==> config.mk <==
export PLATFORM = sky130hd
export DESIGN_NAME = fp_normalize_round
export DESIGN_NICKNAME = d
export VERILOG_FILES = /design/src/rtl/fp_normalize_round.sv
export SDC_FILE = /design/constraint.sdc
export NUM_CORES = 1
export LEC_CHECK = 0
export CORE_MARGIN = 2
export CORE_UTILIZATION = 50
export DETAILED_ROUTE_END_ITERATION = 16
export HOLD_SLACK_MARGIN = 0.05
export PLACE_DENSITY = 0.79
export SLEW_MARGIN = 20
export SYNTH_ARGS = -nofsm -noshare
export SYNTH_HDL_FRONTEND = slang
export SYNTH_SLANG_ARGS = --single-unit
==> constraint.sdc <==
create_clock -name clk -period 4 [get_ports clk]
set_input_delay 0.8 -clock clk [delete_from_list [all_inputs] [get_ports clk]]
set_output_delay 0.8 -clock clk [all_outputs]
set_load 0.02 [all_outputs]
==> src/rtl/fp_normalize_round.sv <==
// Post-add normalise/round stage: takes the raw adder sum, normalises one bit
// per cycle, rounds to nearest-even and packs an IEEE-754 word.
module fp_normalize_round #(
  parameter int unsigned EXP_W  = 8,
  parameter int unsigned FRAC_W = 23
) (
  input  logic                      clk,
  input  logic                      rst,
  input  logic                      in_valid,
  output logic                      in_ready,
  input  logic                      in_sign,
  input  logic [EXP_W-1:0]          in_exp,
  input  logic [FRAC_W+4:0]         in_mant,
  output logic                      out_valid,
  input  logic                      out_ready,
  output logic [EXP_W+FRAC_W:0]     result,
  output logic                      overflow,
  output logic                      underflow
);

  localparam int unsigned M = FRAC_W + 5;
  localparam logic [EXP_W:0] EXP_MAX = {1'b0, {EXP_W{1'b1}}};

  typedef enum logic [1:0] {IDLE, SHIFT, ROUND, DONE} state_t;

  state_t                  state_q, state_d;
  logic                    sign_q, sign_d;
  logic [EXP_W:0]          exp_q, exp_d;
  logic [M-1:0]            mant_q, mant_d;
  logic [EXP_W+FRAC_W:0]   result_q, result_d;
  logic                    ovf_q, ovf_d;
  logic                    unf_q, unf_d;

  logic                    inc;
  logic [FRAC_W+1:0]       hf_sum;
  logic [EXP_W:0]          exp_rnd;
  logic [FRAC_W-1:0]       frac_rnd;

  // Rounding datapath; hf_sum = {carry, H, F} after adding the RNE increment.
  always_comb begin
    inc      = mant_q[2] & (mant_q[1] | mant_q[0] | mant_q[3]);
    hf_sum   = {1'b0, mant_q[M-2:3]} + (FRAC_W+2)'(inc);
    exp_rnd  = exp_q + (EXP_W+1)'(hf_sum[FRAC_W+1]);
    frac_rnd = hf_sum[FRAC_W+1] ? hf_sum[FRAC_W:1] : hf_sum[FRAC_W-1:0];
  end

  always_comb begin
    state_d  = state_q;
    sign_d   = sign_q;
    exp_d    = exp_q;
    mant_d   = mant_q;
    result_d = result_q;
    ovf_d    = ovf_q;
    unf_d    = unf_q;
    case (state_q)
      IDLE: begin
        if (in_valid) begin
          sign_d  = in_sign;
          exp_d   = {1'b0, in_exp};
          mant_d  = in_mant;
          ovf_d   = 1'b0;
          unf_d   = 1'b0;
          state_d = SHIFT;
        end
      end
      SHIFT: begin
        if (exp_q == EXP_MAX) begin
          result_d = {sign_q, exp_q[EXP_W-1:0], mant_q[M-3:3]};
          state_d  = DONE;
        end else if (mant_q == '0) begin
          result_d = {sign_q, {EXP_W{1'b0}}, {FRAC_W{1'b0}}};
          state_d  = DONE;
        end else if (mant_q[M-1]) begin
          // Carry: the bit falling off the bottom is folded into sticky.
          mant_d  = {1'b0, mant_q[M-1:2], mant_q[1] | mant_q[0]};
          exp_d   = exp_q + 1'b1;
          state_d = ROUND;
        end else if (mant_q[M-2]) begin
          state_d = ROUND;
        end else if (exp_q <= (EXP_W+1)'(1)) begin
          result_d = {sign_q, {EXP_W{1'b0}}, {FRAC_W{1'b0}}};
          unf_d    = 1'b1;
          state_d  = DONE;
        end else begin
          mant_d = {mant_q[M-2:0], 1'b0};
          exp_d  = exp_q - 1'b1;
        end
      end
      ROUND: begin
        if (exp_rnd >= EXP_MAX) begin
          result_d = {sign_q, {EXP_W{1'b1}}, {FRAC_W{1'b0}}};
          ovf_d    = 1'b1;
        end else begin
          result_d = {sign_q, exp_rnd[EXP_W-1:0], frac_rnd};
        end
        state_d = DONE;
      end
      DONE: begin
        if (out_ready) state_d = IDLE;
      end
      default: state_d = IDLE;
    endcase
  end

  always_ff @(posedge clk) begin
    if (rst) begin
      state_q  <= IDLE;
      sign_q   <= 1'b0;
      exp_q    <= '0;
      mant_q   <= '0;
      result_q <= '0;
      ovf_q    <= 1'b0;
      unf_q    <= 1'b0;
    end else begin
      state_q  <= state_d;
      sign_q   <= sign_d;
      exp_q    <= exp_d;
      mant_q   <= mant_d;
      result_q <= result_d;
      ovf_q    <= ovf_d;
      unf_q    <= unf_d;
    end
  end

  assign in_ready  = (state_q == IDLE);
  assign out_valid = (state_q == DONE);
  assign result    = result_q;
  assign overflow  = ovf_q;
  assign underflow = unf_q;

endmodule
==> results.tsv, run 1 <==
metric	value	unit
synthMuxAreaShare	0.006508	
yosysWarnings	0	
p_total	4.348	mW
cpPeakStageDelay	0.56	ns
die_y	100.1	um
cts_buffer_depth	2	
synth_simple_gate_area_frac	0.1974	
synth_edf_count	0	
viasPerCell	6.423	
clk_pin_slew	0.07	ns
rrSetupSlack	0.28	ns
gp_congestion	0.9791	
reg2regPathDepth	13	
status	completed	
timing.final.ws_setup	0.2841	ns
drive_above_1_share	0.07309	
pre_cts_slack	0.02994	ns
synth-async-reset-ratio	0	
fin_tns_setup	0	ns
routed-wl-met2	6766	um
ioPinCount	77	
num_antenna_cells	0	
numCtsBuffers	9	
hp-class	reg -> reg	
antenna_found_initial	0	
ys_seq_elements	74	
dr_total_vias	4843	
route.met3.wl	929	um
die_x	100.1	um
drt_first_pass_iters	7	
crit_required	4.19	ns
cpMostUsedCell	ha_1	
slew_viol_final	0	
antenna_left	0	
synth.top_cell.area_share	0.3210	
grt_pass1_wl	21960	um
grt_use_total	0.2714	
vdd_drop_max	0.4502	mV
p_leak	2.075	nW
wl_met1	5641	um
drt_iter0_drc	311	
hold_end	result[28]$_SDFFE_PP0P_	
drc	0	
synth.area.top_cells	dfxtp_1 (32%), a21oi_1 (5.5%), a211oi_1 (4.6%)	
syn-num-nets	655	
worst_pin_slew	1.004	ns
wl_per_cell	17.95	um
min_from	result[28]$_SDFFE_PP0P_	
crit_path_end_kind	flop	
critPathKind	reg -> reg	
grt_remaining_overflow	0	
avgSynthCellArea	7.652	sq um
fillerInstances	857	
synth_xor_area_frac	0.04935	
rows	35	
syn_area	0.004614	sq mm
yosysMostFrequentCell	dfxtp_1	
synth-adder-area-share	0.02983	
post_cts_buffers	0	
io_buffers	76	
grt_max_degree	54	
fin_util	0.6147	
synthCells	603	
cpMaxStageDelayCell	or4_1	
r2r_start	mant_q[2]$_SDFFE_PP0P_	
synthTopCellsByCount	dfxtp_1 (74), nor2_1 (54), clkbuf_1 (53), a21oi_1 (51), nand2_1 (38)	
area_growth_syn_to_layout	21.34	%
synth_top_family_by_area	compound AO/OA/AOI/OAI gates	
yosysUniqueCellTypes	57	
drt-total-wl	13530	um
ys.flop_type	dfxtp_1	
insertion_delay	0.35	ns
synth_area_leader_cell	dfxtp_1	
dp.cells	741	
stdcell_count	754	
r2r_end	result[18]$_SDFFE_PP0P_	
grt_pass1_vias	4526	
crit_chain	and2_1, ha_1, nand3_2, nor3_2, nand3_1, inv_2, ha_1, ha_1, xnor2_1, or4_1, o311a_4, a32oi_1, a21oi_1	
core	0.009109	sq mm
yosysSeqAreaShare	0.3210	
hold_ws	0.4615	ns
skew	0.009338	ns
cts_max_level	3	
dieArea	0.01001	sq mm
crit_buf_inv	1	
crit_family	simple AND/OR/NAND/NOR gates	
clock_sinks	74	
start_util	0.5066	
powerDensity	776.6	mW/mm^2
finalHoldViolCount	0	
setup-violations-final	0	
fmax	269.1	MHz
start_kind	flop	
synth_compound_area_frac	0.3151	
arrival	3.91	ns
place_area	0.005416	sq mm
fin_area	0.005599	sq mm
worst-path-max-fanout	23	
cts_tree	built	
whs_path_depth	2	
rsz0062_at_grt	false	
root_buffer	clkbuf_8	
cap_violations	0	
maxSlewHeadroom	0.3308	
dpl.hpwl	9266	um
fin_crit_sh	0.9290	
maxUsedRoutingLayer	met4	
nNetsFinal	693	
post-route-min-period	3.716	ns
## sequential cells by signal (all words and copies together), names as in the netlist
name / cells
result: 32
mant_q: 28
exp_q: 9
state_q: 2
overflow: 1
sign_q: 1
underflow: 1
## logic make-up (layout without fill, tap and decap cells)
family | Yosys count | after routing
xor gates and xnor gates | 26 | 26
buffers and inverters | 91 | 131
muxes | 3 | 3
DFF | 74 | 74
AOI/OAI and AO/OA | 212 | 212
and+or+nand+nor | 186 | 186
adders and majority gates | 11 | 11
## power breakdown
group          internal, mW  leakage [nW]  switching (mW)
combinational          1.02          1.38            1.56
sequential            0.985         0.611           0.275
clock                 0.250        0.0815           0.259
total                  2.25          2.08            2.10
## routing by layer
| metal | up-vias | GRT usage |
|---|---|---|
| met3 | 31 | 0.04178 |
| li1 | 2314 | - |
| met2 | 209 | 0.4818 |
| met5 | - | 0 |
| met1 | 2289 | 0.3388 |
| met4 | 0 | 0.08430 |
## final cells by class
cell class,instances,area (sq um),area share
multi-input cells,438,2799,0.4999
inverters,18,67.56,0.01207
clock buffers,13,158.9,0.02838
repair buffers,100,953.4,0.1703
well taps,111,138.9,0.02480
flip-flops and latches,74,1481,0.2646
## cells in the final DEF (no fill, tap or decap), types with 3 or more instances in the layout
master           count
a211oi_1            28
a21o_1               8
a21oi_1             51
a221oi_1            23
a222oi_1             5
a311oi_1             3
a32oi_1             19
and3_1              23
buf_4               23
clkbuf_8            11
clkdlybuf4s50_1     76
dfxtp_1             74
ha_1                11
inv_1               16
mux2i_1              3
nand2_1             38
nand3_1             16
nand4_1              7
nor2_1              54
nor2b_1              6
nor3_1              16
nor4_1              12
o211ai_1             9
o21ai_0             14
o21ai_1             28
o31ai_1              4
xnor2_1             22
xor2_1               4
## how the worst max path moves through the flow
stage                                 startpoint  cells after the start  slack (ns)                 endpoint
after floorplan           mant_q[3]$_SDFFE_PP0P_                     14        0.51  result[12]$_SDFFE_PP0P_
after global placement    mant_q[2]$_SDFFE_PP0P_                     14        0.32  result[21]$_SDFFE_PP0P_
after detailed placement  mant_q[2]$_SDFFE_PP0P_                     14        0.03  result[18]$_SDFFE_PP0P_
after CTS                 mant_q[2]$_SDFFE_PP0P_                     13        0.20  result[18]$_SDFFE_PP0P_
after global routing      mant_q[2]$_SDFFE_PP0P_                     13        0.08  result[11]$_SDFFE_PP0P_
final                     mant_q[2]$_SDFFE_PP0P_                     13        0.28  result[18]$_SDFFE_PP0P_
## worst register-to-register path, delay by kind of cell, from the launching register on
| kind | cells | cell delay, ns |
|---|---|---|
| AO/OA/AOI/OAI | 3 | 0.91 |
| AND/OR/NAND/NOR | 5 | 1.31 |
| buffers and inverters | 1 | 0.14 |
| XOR/XNOR | 1 | 0.09 |
| flip-flops | 1 | 0.47 |
| adder cells (fa/ha/maj) | 3 | 0.66 |
## what timing repair did
action,CTS,global route
resized for setup,1,3
endpoints found under the setup margin,1,21
hold buffers,0,0
Note: power is estimated with default switching activity, not from simulation.
==> run 2, diff against run 1 <==
Settings changed: CELL_PAD_IN_SITES_DETAIL_PLACEMENT set to 1, CELL_PAD_IN_SITES_GLOBAL_PLACEMENT set to 2, CORE_UTILIZATION 50 to 31, PLACE_DENSITY 0.79 to 0.84.
==> run 2 against run 1 <==
  * Wire length rose by 24%
  * Clock power grew 50%
  * Sequential power is essentially flat
  * Sequential share of layout area fell by 1.0 points
  * Clock-buffer cell count is the same
  * Worst setup slack worse by 0.0030 ns
  * Die area up 59%
  * Critical endpoint is now result[6]$_SDFFE_PP0P_
  * Largest cell class unchanged
==> results.tsv, run 2 (same netlist as run 1, synthesis figures left out) <==
metric	value	unit	change
worst_pin_slew	1.028	ns	+0.02370 ns
die_x	126.0	um	+26%
timing.final.ws_setup	0.2811	ns	-0.002971 ns
clk_pin_slew	0.06	ns	about the same
antenna_found_initial	0		unchanged
core	0.01453	sq mm	+60%
grt_use_total	0.2121		-0.05931
largest_reg_flops	32		unchanged
cts_buffer_depth	2		unchanged
io_buffers	76		unchanged
final_cell_mix	clkdlybuf4s50_1 (75), dfxtp_1 (74), nor2_1 (54), a21oi_1 (51), nand2_1 (38)		
insertion_delay	0.34	ns	about the same
hp-class	reg -> reg		
vdd_drop_max	0.3262	mV	-28%
maxSlewHeadroom	0.3150		-0.01580
finalHoldViolCount	0		unchanged
cts_tree	built		
slew_viol_final	0		unchanged
fin_crit_sh	0.9297		about the same
wl_per_cell	20.07	um	+12%
cap_violations	0		unchanged
gp_congestion	0.8803		-10%
grt_max_degree	45		-17%
pre_cts_slack	0.003265	ns	-0.02667 ns
start_kind	flop		
dr_total_vias	4925		+1.7%
area_growth_syn_to_layout	26.33	%	
viasPerCell	5.912		-8.0%
grt_remaining_overflow	0		unchanged
rows	44		+26%
hold_buffers	0		unchanged
drt-total-wl	16720	um	+24%
dieArea	0.01588	sq mm	+59%
num_antenna_cells	0		unchanged
crit_path_end_kind	flop		
clock_sinks	74		unchanged
fillerInstances	1748		+100%
grt_pass1_wl	27170	um	+24%
ioPinCount	77		unchanged
critPathKind	reg -> reg		
fin_util	0.4011		-0.2136
drt_iter0_drc	280		-10%
hold_ws	0.4568	ns	-0.004705 ns
numCtsBuffers	9		unchanged
final_common_cell	clkdlybuf4s50_1		
drc	0		unchanged
nNetsFinal	697		+0.58%
dp.cells	818		+10%
root_buffer	clkbuf_16		
drt_first_pass_iters	5		-2
cts_max_level	3		unchanged
dpl.hpwl	11770	um	+27%
setup-violations-final	0		unchanged
fin_tns_setup	0	ns	unchanged
start_util	0.3175		-0.1891
skew	0.003725	ns	-0.005613 ns
grt_pass1_vias	4961		+9.6%
die_y	126.0	um	+26%
p_leak	2.145	nW	+3.4%
drive_above_1_share	0.08320		+0.01011
antenna_left	0		unchanged
worst-path-max-fanout	23		unchanged
crit_required	4.22	ns	+0.03 ns
fmax	268.9	MHz	about the same
powerDensity	810.4	mW/mm^2	+4.4%
status	completed		
stdcell_count	833		+10%
post-route-min-period	3.719	ns	+0.002971 ns
arrival	3.94	ns	+0.03 ns
==> run 2: cell types whose count changed in the layout (fill, tap and decap cells not counted) <==
cell	before	now
clkbuf_16	0	9
buf_4	23	27
buf_2	0	1
clkinvlp_4	0	1
clkdlybuf4s50_1	76	75
clkinv_2	0	1
clkbuf_8	11	2
==> run 2: power by group <==
part	switching, mW	leakage (nW)	internal (mW)	total, mW
registers	0.270	0.611	0.986	1.26
logic	1.67	1.40	1.03	2.70
clock network	0.316	0.132	0.450	0.766
==> run 2: layer usage <==
metal	vias to the layer above	global-route usage	wire (um)	share of wire
met5	-	0	0	0
met4	0	0.06787	428	0.026
met3	22	0.04333	691	0.041
met2	101	0.3735	8384	0.50
met1	2473	0.2588	7217	0.43
li1	2329	-	-	-
==> run 2: worst paths after layout <==
check / from / endpoint / slack [ns] / depth (start not counted)
setup / recovery: mant_q[3]$_SDFFE_PP0P_ / result[6]$_SDFFE_PP0P_ / 0.28 / 13
hold / removal: result[28]$_SDFFE_PP0P_ / result[28]$_SDFFE_PP0P_ / 0.46 / 2
setup reg to reg: mant_q[3]$_SDFFE_PP0P_ / result[6]$_SDFFE_PP0P_ / 0.28 / 13
hold reg to reg: result[28]$_SDFFE_PP0P_ / result[28]$_SDFFE_PP0P_ / 0.46 / 2
==> run 2: repair_timing <==
| action | 4_1_cts | 5_1_grt |
|---|---|---|
| endpoints found under the hold margin | 0 | 0 |
| setup buffers | 0 | 0 |
| cloned | 0 | 0 |
| endpoints found under the setup margin | 4 | 25 |
| resized for setup | 1 | 3 |
==> run 2: worst max-delay path: stages, from the launching register on <==
cell and delay, ns:
dfxtp_1 0.47, and2_1 0.21, ha_1 0.21, nand3_2 0.17, nor3_2 0.25, nand3_1 0.15
inv_2 0.14, ha_1 0.20, ha_1 0.27, xnor2_1 0.09, or4_1 0.54, o311a_4 0.51
a221oi_2 0.29, nor2_1 0.10
==> run 2: per-stage QoR <==
step                      power, mW  cell area [sq um]
after global routing          5.098               5829
after floorplan               3.070               4614
after detailed placement      3.945               5533
after CTS                     4.740               5807
after global placement        3.846               5533
final                         4.724               5829
==> run 2: area by class of cell <==
class                           instances  area [sq um]  share of cell area
Clock buffer                           13         260.3             0.04464
Clock inverter                          2         12.51            0.002146
Inverter                               18         67.56             0.01159
Multi-Input combinational cell        438          2799              0.4801
Sequential cell                        74          1481              0.2541
Tap cell                              184         230.2             0.03949
Timing Repair Buffer                  104         978.4              0.1678
